### config.mk
export PLATFORM = sky130hd
export DESIGN_NAME = sr_multicycle_shifter
export DESIGN_NICKNAME = d
export VERILOG_FILES = /design/src/rtl/alu_pkg.sv /design/src/rtl/sr_stage_mux.sv /design/src/rtl/sr_multicycle_shifter.sv
export SDC_FILE = /design/constraint.sdc
export NUM_CORES = 1
export LEC_CHECK = 0
export BUFFER_PORTS_ARGS = -buffer_cell sky130_fd_sc_hd__buf_2
export CAP_MARGIN = 25
export CORE_ASPECT_RATIO = 0.7
export CORE_UTILIZATION = 40
export DETAILED_ROUTE_END_ITERATION = 12
export PLACE_DENSITY = 0.73
export SLEW_MARGIN = 5
export SYNTH_ARGS = -nofsm -noshare
export SYNTH_HDL_FRONTEND = slang
export SYNTH_SLANG_ARGS = --single-unit
### constraint.sdc
create_clock -name clock -period 2.7 [get_ports clock]
set_input_delay 0.675 -clock clock [delete_from_list [all_inputs] [get_ports clock]]
set_output_delay 0.675 -clock clock [all_outputs]
set_load 0.02 [all_outputs]
### src/rtl/alu_pkg.sv
// Shared widths, FSM encoding and small helpers for the ALU-side shifters.
// The multicycle right shifter resolves one shift-amount bit per stage.
package alu_pkg;

    localparam int DATA_W  = 32;
    localparam int SHAMT_W = 5;
    localparam int NSTAGE  = 5;
    localparam int STAGE_W = 3;

    localparam logic [STAGE_W-1:0] LAST_STAGE = STAGE_W'(NSTAGE - 1);

    typedef enum logic [1:0] {
        IDLE  = 2'd0,
        SHIFT = 2'd1,
        DONE  = 2'd2
    } shift_state_t;

    // SRA keeps replicating the current sign bit; SRL always fills with zero.
    function automatic logic fill_bit(input logic arith, input logic msb);
        return arith & msb;
    endfunction

endpackage

### src/rtl/sr_stage_mux.sv
// One stage of the multicycle right shifter: shift by 2^k when enabled.
// Built as a select among five fixed shifts so no variable barrel is needed.
module sr_stage_mux
    import alu_pkg::*;
(
    input  logic [DATA_W-1:0]  work,
    input  logic [STAGE_W-1:0] k,
    input  logic               en,
    input  logic               fill,
    output logic [DATA_W-1:0]  result
);

    logic [DATA_W-1:0] shifted;

    always_comb begin
        shifted = work;
        case (k)
            3'd0:    shifted = {fill, work[DATA_W-1:1]};
            3'd1:    shifted = {{2{fill}}, work[DATA_W-1:2]};
            3'd2:    shifted = {{4{fill}}, work[DATA_W-1:4]};
            3'd3:    shifted = {{8{fill}}, work[DATA_W-1:8]};
            3'd4:    shifted = {{16{fill}}, work[DATA_W-1:16]};
            default: shifted = work;
        endcase
        result = en ? shifted : work;
    end

endmodule

### src/rtl/sr_multicycle_shifter.sv
// Five-cycle SRL/SRA right shifter with a start/ready handshake.
// state | meaning
// IDLE  | waiting for ctrl_start
// SHIFT | applying stage k (0..4), one shift-amount bit per edge
// DONE  | result just written; data_resultRDY high; may accept a new start
module sr_multicycle_shifter
    import alu_pkg::*;
(
    input  logic               clock,
    input  logic               reset,
    input  logic [DATA_W-1:0]  data_in,
    input  logic [SHAMT_W-1:0] ctrl_shiftamt,
    input  logic               ctrl_arith,
    input  logic               ctrl_start,
    output logic [DATA_W-1:0]  data_out,
    output logic               data_resultRDY,
    output logic               busy
);

    shift_state_t       state_q, state_d;
    logic [DATA_W-1:0]  work_q, work_d;
    logic [SHAMT_W-1:0] amt_q, amt_d;
    logic               arith_q, arith_d;
    logic [STAGE_W-1:0] k_q, k_d;
    logic [DATA_W-1:0]  data_out_q, data_out_d;
    logic               rdy_q, rdy_d;
    logic               busy_q, busy_d;

    logic [DATA_W-1:0]  stage_out;
    logic               stage_en;
    logic               stage_fill;

    assign stage_en   = amt_q[k_q];
    assign stage_fill = fill_bit(arith_q, work_q[DATA_W-1]);

    sr_stage_mux u_stage (
        .work   (work_q),
        .k      (k_q),
        .en     (stage_en),
        .fill   (stage_fill),
        .result (stage_out)
    );

    always_comb begin
        state_d    = state_q;
        work_d     = work_q;
        amt_d      = amt_q;
        arith_d    = arith_q;
        k_d        = k_q;
        data_out_d = data_out_q;
        rdy_d      = 1'b0;
        busy_d     = busy_q;

        case (state_q)
            IDLE, DONE: begin
                // DONE accepts exactly like IDLE so back-to-back requests lose no cycle.
                if (ctrl_start) begin
                    work_d  = data_in;
                    amt_d   = ctrl_shiftamt;
                    arith_d = ctrl_arith;
                    k_d     = '0;
                    busy_d  = 1'b1;
                    state_d = SHIFT;
                end else begin
                    busy_d  = 1'b0;
                    state_d = IDLE;
                end
            end
            SHIFT: begin
                work_d = stage_out;
                k_d    = k_q + 3'd1;
                if (k_q == LAST_STAGE) begin
                    data_out_d = stage_out;
                    rdy_d      = 1'b1;
                    busy_d     = 1'b0;
                    state_d    = DONE;
                end
            end
            default: begin
                busy_d  = 1'b0;
                state_d = IDLE;
            end
        endcase
    end

    always_ff @(posedge clock or posedge reset) begin
        if (reset) begin
            state_q    <= IDLE;
            work_q     <= '0;
            amt_q      <= '0;
            arith_q    <= 1'b0;
            k_q        <= '0;
            data_out_q <= '0;
            rdy_q      <= 1'b0;
            busy_q     <= 1'b0;
        end else begin
            state_q    <= state_d;
            work_q     <= work_d;
            amt_q      <= amt_d;
            arith_q    <= arith_d;
            k_q        <= k_d;
            data_out_q <= data_out_d;
            rdy_q      <= rdy_d;
            busy_q     <= busy_d;
        end
    end

    assign data_out       = data_out_q;
    assign data_resultRDY = rdy_q;
    assign busy           = busy_q;

endmodule

Word level (Yosys, flattened, before mapping)
Index checks and enable logic that the tools add are counted.
- $lt $le $gt $ge: 1
- reductions and logical operators: 7
- multiplexer cells: 16
- add/subtract/negate cells: 1
- bitwise logic cells: 1
- equal/unequal tests: 8
- operator list (operator ; count):
    one-hot mux 32 bit (5 select lines) ; 1
    2-to-1 mux 32 bit ; 2
    one-hot mux 32 bit (2 select lines) ; 1
    equality test 3 x 2 -> 1 bit (second input constant) ; 2
    2-to-1 mux 1 bit ; 6
    one-hot mux 3 bit (2 select lines) ; 1
    AND reduction 2 bit ; 3
    < comparator 3 x 4 -> 1 bit (second input constant) ; 1
    inequality test 2 bit (second input constant) ; 2
    one-hot mux 2 bit (2 select lines) ; 1
    adder 3 x 1 -> 3 bit (second input constant) ; 1
    binary-select mux 1 bit (select 3 bit) ; 1
    equality test 3 x 1 -> 1 bit (second input constant) ; 1
    equality test 3 bit (second input constant) ; 1
    zero test 3 bit ; 1
    2-to-1 mux 3 bit ; 1
    equality test 2 x 1 -> 1 bit (second input constant) ; 1
    equality test 2 bit (second input constant) ; 1
    zero test 2 bit ; 1
    2-to-1 mux 2 bit ; 1
    one-hot mux 1 bit (2 select lines) ; 1
    nonzero test 2 bit ; 1
    OR reduction 2 bit ; 1
    AND 1 bit ; 1
- input port bits: 41
- flip-flop bits (word level): 77
- word-level logic and storage cells: 42
- output and inout port bits: 34

Logic depth before layout (Yosys ltp)
Gate-level depths: netlist of run 1.
- word-level depth: 4
- mapped depth: 11
- gate-level depth less buffers: 7

Cells and area by module
A second synthesis of run 1 with hierarchy kept.
- cell total of the unflattened synthesis: 496
- area total of the unflattened synthesis: 4890.9 um^2
- by module, submodules not included (module ; area each (um^2) ; instances ; seq. area each (um^2) ; cells each):
    sr_multicycle_shifter ; 3363.2 ; 1 ; 1926.8 ; 258
    sr_stage_mux ; 1527.7 ; 1 ; 0.0 ; 238

Worst setup path before layout of run 1
No wires, ideal clock.
- kind: reg-to-reg
- from: register k_q[2]
- to: register data_out_q[10], in the netlist data_out[10]
- buffers on the path: 5
- stages on the path, launching flop included: 11
- setup time: 66 ps
- arrival: 2199 ps
- required time: 2634 ps
- path slack: 435 ps
- clock period less this slack: 2265 ps
- cell sequence: dfrtp_1 buf_2 inv_2 buf_1 ha_1 buf_2 buf_1 clkbuf_1 a21oi_1 a21oi_1 a22o_1
- longest elaborated chain between the ends: 3
- elaborated cells between the ends (all ways): 10
- those cells by class: 4 x eq/ne; 4 x mux; 2 x reduce/logical
- RTL lines (element ; line ; RTL):
    start: declaration ; sr_multicycle_shifter.sv:24 ; logic [STAGE_W-1:0] k_q, k_d;
    start signal: assignment ; sr_multicycle_shifter.sv:101 ; k_q <= k_d;
    equality test 3 bit (tied with other cells) ; sr_stage_mux.sv:17, sr_multicycle_shifter.sv:72 ;
    one-hot mux 32 bit (5 select lines) / 2-to-1 mux 1 bit (equally long branches) ; sr_stage_mux.sv:17, sr_multicycle_shifter.sv:33 ;
    2-to-1 mux 32 bit ; sr_stage_mux.sv:25 ; result = en ? shifted : work;
    end signal: assignment ; sr_multicycle_shifter.sv:102 ; data_out_q <= data_out_d;
    end: declaration ; sr_multicycle_shifter.sv:25 ; logic [DATA_W-1:0] data_out_q, data_out_d;
Parallel ways exist; a longest one is shown, timed or not. The select of a mux whose other input is x is not followed.
A chain may end at the register's enable or synchronous reset.

Final worst setup path of run 1
- from: register k_q[1]
- to: register data_out_q[11], in the netlist data_out[11]
The elaborated chain is that of the path after synthesis.

==> impl_metrics.csv, run 1 <==
group,metric,value,unit
floorplanning,start_util,0.415,
worst_hold_path,min_path_type,"in -> async",
worst_setup_path,worstPathArrival,2800,ps
sta,hold_viol,0,
worst_setup_path,path_class,"reg -> reg",
yosys,synthArstFlopShare,1.00,
cells_and_area,instances_no_fill,669,
worst_setup_path,start_kind,"flip-flop",
cells_and_area,syn2layout_area_growth,18.8,%
clock_tree,cts_max_path_buffers,2,
outcome,status,"completed",
drt,drcViolationCount,0,
yosys,synth.distinct_cells,45,
place,dpl.hpwl,9.26,mm
clock_tree,h-tree-depth,3,
clock_tree,clk_pin_slew_worst_paths,60,ps
drt,drt-initial-drc-count,543,
floorplanning,dieArea,11200,µm²
place,dp_cells,653,
sta,slew_violations,0,
drt,dr.pass1.iters,9,
cells_and_area,layout.nets,578,
sta,fmax,391,MHz
grt,grt_pass1_vias,3985,
clock_tree,ctsResizeCount,0,
yosys,syn_area,4330,µm²
sta,maxSlewHeadroom,0.367,
yosys,synth_nets,514,
clock_tree,cts_hold_buf,0,
yosys,synth_edf_count,0,
grt,grt_pass1_wl,21.5,mm
clock_tree,post-cts-setup-buffers,0,
power,p_leak,2.36,nW
clock_tree,cts_num_sinks,76,
grt,grt_antenna_before_repair,0,
job,maxCapViolations,0,
sta,fin_worst_skew,7.86,ps
drt,via_count,4057,
clock_tree,cts_buffers,9,
floorplanning,die_y,89.0,µm
power,irDropWorstVdd,642,µV
grt,grt_usage,0.250,
yosys,ys_warn_count,0,
drt,drt-total-wl,13.1,mm
drt,avgViaCountPerCell,6.06,
cells_and_area,antenna_cells,0,
sta,min_period,2560,ps
cells_and_area,num-fill-cells,1001,
cells_and_area,final_cell_mix,"dfrtp_1, buf_2, nand2_1",
floorplanning,die_w,126,µm
cells_and_area,multi_input_area,2160,µm²
clock_tree,clk_latency,340,ps
drt,post_drt_wl_per_cell,19.6,µm
sta,tightest_slew,948,ps
worst_setup_path,critPathMaxFanout,18,
floorplanning,core-area,10400,µm²
floorplanning,row_count,31,
clock_tree,cts_tree,"yes",
worst_setup_path,endpoint_kind,"flip-flop",
power,p_per_area,1520,nW/µm²
yosys,ys_ff_latch,76,
clock_tree,root_buffer,"clkbuf_16",
cells_and_area,final_common_cell,"dfrtp_1",
sta,rsz0062_at_grt,"false",
cells_and_area,layout-drive-gt1-share,0.251,
yosys,postSynthAreaPerCell,9.25,µm²
yosys,ys_seq_area_frac,0.439,
sta,fin_crit_sh,0.947,
place,io_buffers,74,
yosys,ys.flop_type,"dfrtp_1",
floorplanning,pin_count,75,
sta,finalSetupTns,0,ps
place,gp_congestion,0.903,
grt,grt-ovfl-total,0,
grt,grt_max_degree,41,
worst_setup_path,required,2950,ps
yosys,synthCells,468,
cells_and_area,register_area,1900,µm²
worst_setup_path,r2r_slack,140,ps
drt,postRouteAntennaNets,0,
sta,setup_viol,0,
power by group:
part           leakage [nW]  total [W]  internal, W  switching (W)
clock network         0.149    0.00129     0.000809       0.000478
logic                  1.28    0.00411      0.00161        0.00249
registers             0.930    0.00240      0.00169       0.000703
total                  2.36    0.00779      0.00412        0.00367
routing by layer:
metal  track usage  up-vias  share of wire
li1              -     1858              -
met1         0.350     1949           0.45
met2         0.381      223           0.43
met3        0.0610       27          0.096
met4        0.0898        0          0.018
met5             0        -              0
flip-flops by register name, summed over array words and instances, names as in the netlist:
| register | count |
|---|---|
| busy | 1 |
| data_resultRDY | 1 |
| state_q | 1 |
| data_out | 32 |
| arith_q | 1 |
| k_q | 3 |
| work_q | 32 |
| amt_q | 5 |
kinds of logic after synthesis:
logic type | count (synthesis) | share of synthesized area
buf+inv | 57 | 0.0630
simple gates | 132 | 0.128
compound gates | 187 | 0.326
flops | 76 | 0.439
mux | 11 | 0.0289
fa+ha+maj | 5 | 0.0145
stage by stage:
step	util	hold slack [ps]	worst slack, ps	power, W	instance area (µm²)
2_1_floorplan	-	446	86.7	0.00527	4330
3_3_place_gp	0.462	464	305	0.00633	4820
3_5_place_dp	0.462	475	192	0.00642	4820
4_1_cts	0.492	393	156	0.00774	5130
5_1_grt	0.493	437	11.5	0.00836	5140
6_report	0.493	379	144	0.00779	5140
cell type report:
| cell class | instances | share of cell area |
|---|---|---|
| inverters | 16 | 0.0117 |
| flip-flops and latches | 76 | 0.370 |
| well taps | 132 | 0.0321 |
| repair buffers | 94 | 0.104 |
| clock buffers | 10 | 0.0445 |
| clock inverters | 6 | 0.0173 |
| multi-input cells | 335 | 0.421 |
synthesized netlist by cell type, types with 2 or more instances:
| cell | number | area share |
|---|---|---|
| dfrtp_1 | 76 | 0.44 |
| o21ai_1 | 11 | 0.013 |
| buf_2 | 11 | 0.013 |
| o21ai_0 | 30 | 0.035 |
| clkbuf_1 | 20 | 0.017 |
| o22ai_1 | 6 | 0.0087 |
| ha_1 | 5 | 0.014 |
| o221a_2 | 2 | 0.0052 |
| a31o_2 | 2 | 0.0040 |
| nand2_1 | 65 | 0.056 |
| nand3_1 | 5 | 0.0058 |
| a22o_1 | 17 | 0.034 |
| buf_1 | 3 | 0.0026 |
| nand2b_1 | 7 | 0.010 |
| buf_6 | 5 | 0.013 |
| a211oi_4 | 2 | 0.0092 |
| nor2b_1 | 4 | 0.0058 |
| buf_4 | 2 | 0.0035 |
| a222oi_1 | 16 | 0.037 |
| a21oi_1 | 44 | 0.051 |
| nor2_1 | 44 | 0.038 |
| mux2_2 | 4 | 0.010 |
| mux2i_1 | 5 | 0.012 |
| a22oi_1 | 9 | 0.016 |
| inv_1 | 15 | 0.013 |
| a221oi_2 | 5 | 0.017 |
| a21o_1 | 7 | 0.012 |
| mux2_4 | 2 | 0.0069 |
| a221o_1 | 27 | 0.062 |
| o31ai_1 | 2 | 0.0035 |
worst paths after layout:
check / from / endpoint / cells after the start
setup / recovery: k_q[1] / data_out[11] / 7
hold / removal: reset / work_q[1] / 2
setup reg to reg: k_q[1] / data_out[11] / 7
hold reg to reg: data_out[0] / data_out[0] / 2
max in group asynchronous: reset / data_out[7] / 3
min in group clock: data_out[0] / data_out[0] / 2
worst max-delay path: stages (launching register included):
cell and delay, ps:
dfrtp_1 460, inv_1 130, ha_1 160, buf_4 220, nor2b_1 780, a222oi_1 200
a31o_2 300, o21ai_0 190
(Power assumes the default switching activity.)
==> inputs of run 2 (changes only) <==
Settings changed: BUFFER_PORTS_ARGS -buffer_cell sky130_fd_sc_hd__buf_2 to -buffer_cell sky130_fd_sc_hd__clkbuf_2.
==> impl_metrics.csv, run 2 (synthesis results as in run 1) <==
group,metric,value,unit
worst_setup_path,worstPathArrival,2810,ps
drt,dr.pass1.iters,9,
worst_setup_path,slowest_delay,800,ps
worst_setup_path,start_kind,"flip-flop",
power,p_per_area,1500,nW/µm²
grt,grt_antenna_before_repair,0,
cells_and_area,num-fill-cells,995,
floorplanning,core-area,10400,µm²
worst_setup_path,path_class,"reg -> reg",
drt,drt-initial-drc-count,475,
cells_and_area,utilization,0.489,
sta,fin_worst_skew,7.01,ps
cells_and_area,multi_input_area,2160,µm²
clock_tree,cts_tree,"yes",
worst_setup_path,r2r_cells,7,
grt,grt_pass1_vias,3933,
drt,drcViolationCount,0,
place,io_buffers,74,
drt,avgViaCountPerCell,6.15,
cells_and_area,layout-drive-gt1-share,0.250,
grt,grt_pass1_wl,21.2,mm
clock_tree,cts_hold_buf,0,
cells_and_area,final_cell_mix,"dfrtp_1, clkbuf_2, nand2_1",
clock_tree,root_buffer,"clkbuf_16",
grt,grt_max_degree,43,
power,p_leak,2.35,nW
floorplanning,row_count,31,
power,irDropWorstVdd,536,µV
drt,postRouteAntennaNets,0,
drt,via_count,4115,
job,maxCapViolations,0,
sta,hold_viol,0,
place,dpl.hpwl,9.14,mm
cells_and_area,register_area,1900,µm²
outcome,status,"completed",
clock_tree,post-cts-setup-buffers,0,
clock_tree,clk_pin_slew_worst_paths,60,ps
worst_setup_path,critPathMaxFanout,18,
clock_tree,cts_buffers,9,
place,dp_slack,203,ps
worst_setup_path,cp_cell_sequence,"inv_1 -> ha_1 -> buf_4 -> nor2b_1 -> a222oi_1 -> a31o_2 -> o21ai_0",
sta,setup_viol,0,
cells_and_area,antenna_cells,0,
cells_and_area,final_area,5100,µm²
cells_and_area,syn2layout_area_growth,17.8,%
sta,min_period,2550,ps
clock_tree,cts_max_path_buffers,2,
grt,grt_usage,0.247,
sta,fin_crit_sh,0.944,
clock_tree,h-tree-depth,3,
sta,slew_violations,0,
sta,rsz0062_at_grt,"false",
worst_setup_path,cp_slowest_cell,"nor2b_1",
sta,tightest_slew,966,ps
place,gp_congestion,0.905,
sta,maxSlewHeadroom,0.355,
sta,finalSetupTns,0,ps
floorplanning,die_y,89.0,µm
grt,grt-ovfl-total,0,
place,place_area,4820,µm²
drt,post_drt_wl_per_cell,19.7,µm
sta,setup_slack,150,ps
floorplanning,dieArea,11200,µm²
floorplanning,start_util,0.415,
drt,drt-total-wl,13.2,mm
worst_setup_path,required,2960,ps
floorplanning,pin_count,75,
sta,fmax,392,MHz
cells_and_area,layout.nets,578,
clock_tree,ctsResizeCount,0,
floorplanning,die_w,126,µm
worst_hold_path,min_path_type,"in -> async",
clock_tree,clk_latency,340,ps
worst_setup_path,endpoint_kind,"flip-flop",
clock_tree,cts_num_sinks,76,
cells_and_area,final_common_cell,"dfrtp_1",
run 2: path summary, 6_finish.rpt:
check	startpoint	endpoint	slack [ps]
max in group asynchronous	reset	work_q[27]	1730
worst max-delay path	k_q[1]	data_out[11]	150
worst max register to register	k_q[1]	data_out[11]	150
min in group clock	amt_q[2]	amt_q[2]	480
worst min register to register	amt_q[2]	amt_q[2]	480
worst min-delay path	reset	data_out[17]	360
run 2: critical path: cells and delay by family (launching register included):
kind,cells,cell delay (ps)
AO/OA/AOI/OAI,3,650
adder cells (fa/ha/maj),1,180
buffers and inverters,2,380
flip-flops,1,450
AND/OR/NAND/NOR,1,800
run 2: metrics by stage:
step	hold slack [ps]	total power (W)	cells
floorplan	446	0.00527	468
global placement	473	0.00635	653
detailed placement	469	0.00642	653
CTS	381	0.00762	669
global route	422	0.00817	669
finish	364	0.00764	669
run 2: report_power, final:
part           internal [W]  switching, W
logic               0.00160       0.00249
registers           0.00169      0.000716
clock network      0.000673      0.000470
total               0.00397       0.00367
run 2: layer usage:
metal  share of wire  global-route usage
met1            0.46               0.344
met2            0.43               0.377
met3           0.096              0.0682
met4           0.014              0.0723
met5               0                   0
run 2: layout make-up:
class	count	share of cell area
Inverter	16	0.0118
Clock buffer	13	0.0510
Multi-Input combinational cell	335	0.423
Timing Repair Buffer	94	0.105
Tap cell	132	0.0324
Clock inverter	3	0.00417
Sequential cell	76	0.373
==> inputs of run 3 (changes only) <==
Settings changed: PLACE_DENSITY 0.73 to 0.7.
Clock period 2.7 ns to 2.4 ns, I/O delays scaled along.
==> impl_metrics.csv, run 3 (synthesis results as in run 1) <==
group,metric,value,unit
drt,avgViaCountPerCell,6.17,
cells_and_area,final_cell_mix,"dfrtp_1, clkbuf_2, nand2_1",
clock_tree,cts_num_sinks,76,
grt,grt_max_degree,42,
cells_and_area,layout-drive-gt1-share,0.261,
floorplanning,core-area,10400,µm²
worst_setup_path,path_class,"reg -> reg",
cells_and_area,final_area,5250,µm²
sta,fmax,452,MHz
sta,slew_violations,0,
clock_tree,cts_buffers,9,
power,irDropWorstVdd,652,µV
sta,tightest_slew,546,ps
cells_and_area,layout.nets,583,
clock_tree,clk_latency,340,ps
place,gp_congestion,0.918,
clock_tree,cts_max_path_buffers,2,
power,p_leak,2.42,nW
outcome,status,"completed",
floorplanning,row_count,31,
cells_and_area,antenna_cells,0,
drt,drt-initial-drc-count,444,
worst_setup_path,r2r_cells,8,
drt,post_drt_wl_per_cell,19.8,µm
clock_tree,clk_pin_slew_worst_paths,60,ps
power,p_per_area,1720,nW/µm²
worst_hold_path,min_path_type,"in -> async",
place,place_area,4910,µm²
drt,via_count,4152,
floorplanning,start_util,0.415,
drt,drt-total-wl,13.4,mm
grt,grt_usage,0.252,
grt,grt-ovfl-total,0,
grt,grt_pass1_wl,21.5,mm
cells_and_area,final_common_cell,"dfrtp_1",
floorplanning,dieArea,11200,µm²
power,finalPower,0.00904,W
floorplanning,pin_count,75,
grt,grt_antenna_before_repair,0,
sta,setup_viol,0,
sta,fin_crit_sh,0.922,
sta,min_period,2210,ps
drt,drcViolationCount,0,
worst_setup_path,worstPathArrival,2430,ps
sta,fin_worst_skew,1.88,ps
floorplanning,die_w,126,µm
place,dpl.hpwl,9.53,mm
clock_tree,h-tree-depth,3,
cells_and_area,syn2layout_area_growth,21.2,%
drt,dr.pass1.iters,8,
worst_setup_path,required,2620,ps
sta,rsz0062_at_grt,"false",
job,maxCapViolations,0,
grt,grt_pass1_vias,4116,
worst_setup_path,endpoint_kind,"flip-flop",
place,dp_slack,105,ps
worst_setup_path,start_kind,"flip-flop",
worst_setup_path,critPathMaxFanout,12,
sta,hold_viol,0,
sta,finalSetupTns,0,ps
floorplanning,die_y,89.0,µm
clock_tree,root_buffer,"clkbuf_16",
sta,maxSlewHeadroom,0.634,
sta,setup_slack,188,ps
clock_tree,cts_tree,"yes",
place,io_buffers,74,
drt,postRouteAntennaNets,0,
-- run 3: final cells by class --
class	count	area [µm²]
fill	1008	5190
clock inverter	4	73.8
timing repair buffer	99	621
clock buffer	11	243
tap	132	165
inverter	16	63.8
multi-input combinational	335	2180
sequential	76	1900
-- run 3: routing by layer --
layer	vias up	global-route usage	wire (µm)
li1	1880	-	-
met1	2008	0.354	6130
met2	233	0.384	5820
met3	31	0.0527	1100
met4	0	0.0964	311
met5	-	0	0
-- run 3: worst max-delay path, cell delays in order, from the launching register on --
cell	delay (ps)
dfrtp_1	400
inv_1	90
ha_1	210
or2_0	250
a211oi_4	410
a211o_4	260
buf_12	150
a21oi_1	50
a221o_1	280
-- run 3: repair_timing --
item	4_1_cts	5_1_grt
setup endpoints to repair	0	9
gates resized for setup	0	4
setup buffers	0	0
hold buffers	0	0
-- run 3: path summary, 6_finish.rpt --
kind	start	end	slack, ps
worst max-delay path	k_q[1]	work_q[3]	190
worst max register to register	k_q[1]	work_q[3]	190
worst min register to register	amt_q[2]	amt_q[2]	480
max in group asynchronous	reset	data_out[28]	1560
worst min-delay path	reset	data_out[3]	190
min in group clock	ctrl_arith	arith_q	450
-- run 3: report_power, final --
part           internal (W)  switching (W)  total (W)
registers           0.00191       0.000745    0.00265
clock network      0.000933       0.000530    0.00146
logic               0.00200        0.00293    0.00493
total               0.00484        0.00420    0.00904
-- run 3: per-stage QoR --
step	hold WS (ps)	std cells	utilization
3_3_place_gp	469	658	0.470
2_1_floorplan	446	468	-
3_5_place_dp	466	658	0.470
6_report	192	673	0.503
4_1_cts	197	673	0.501
5_1_grt	212	673	0.503
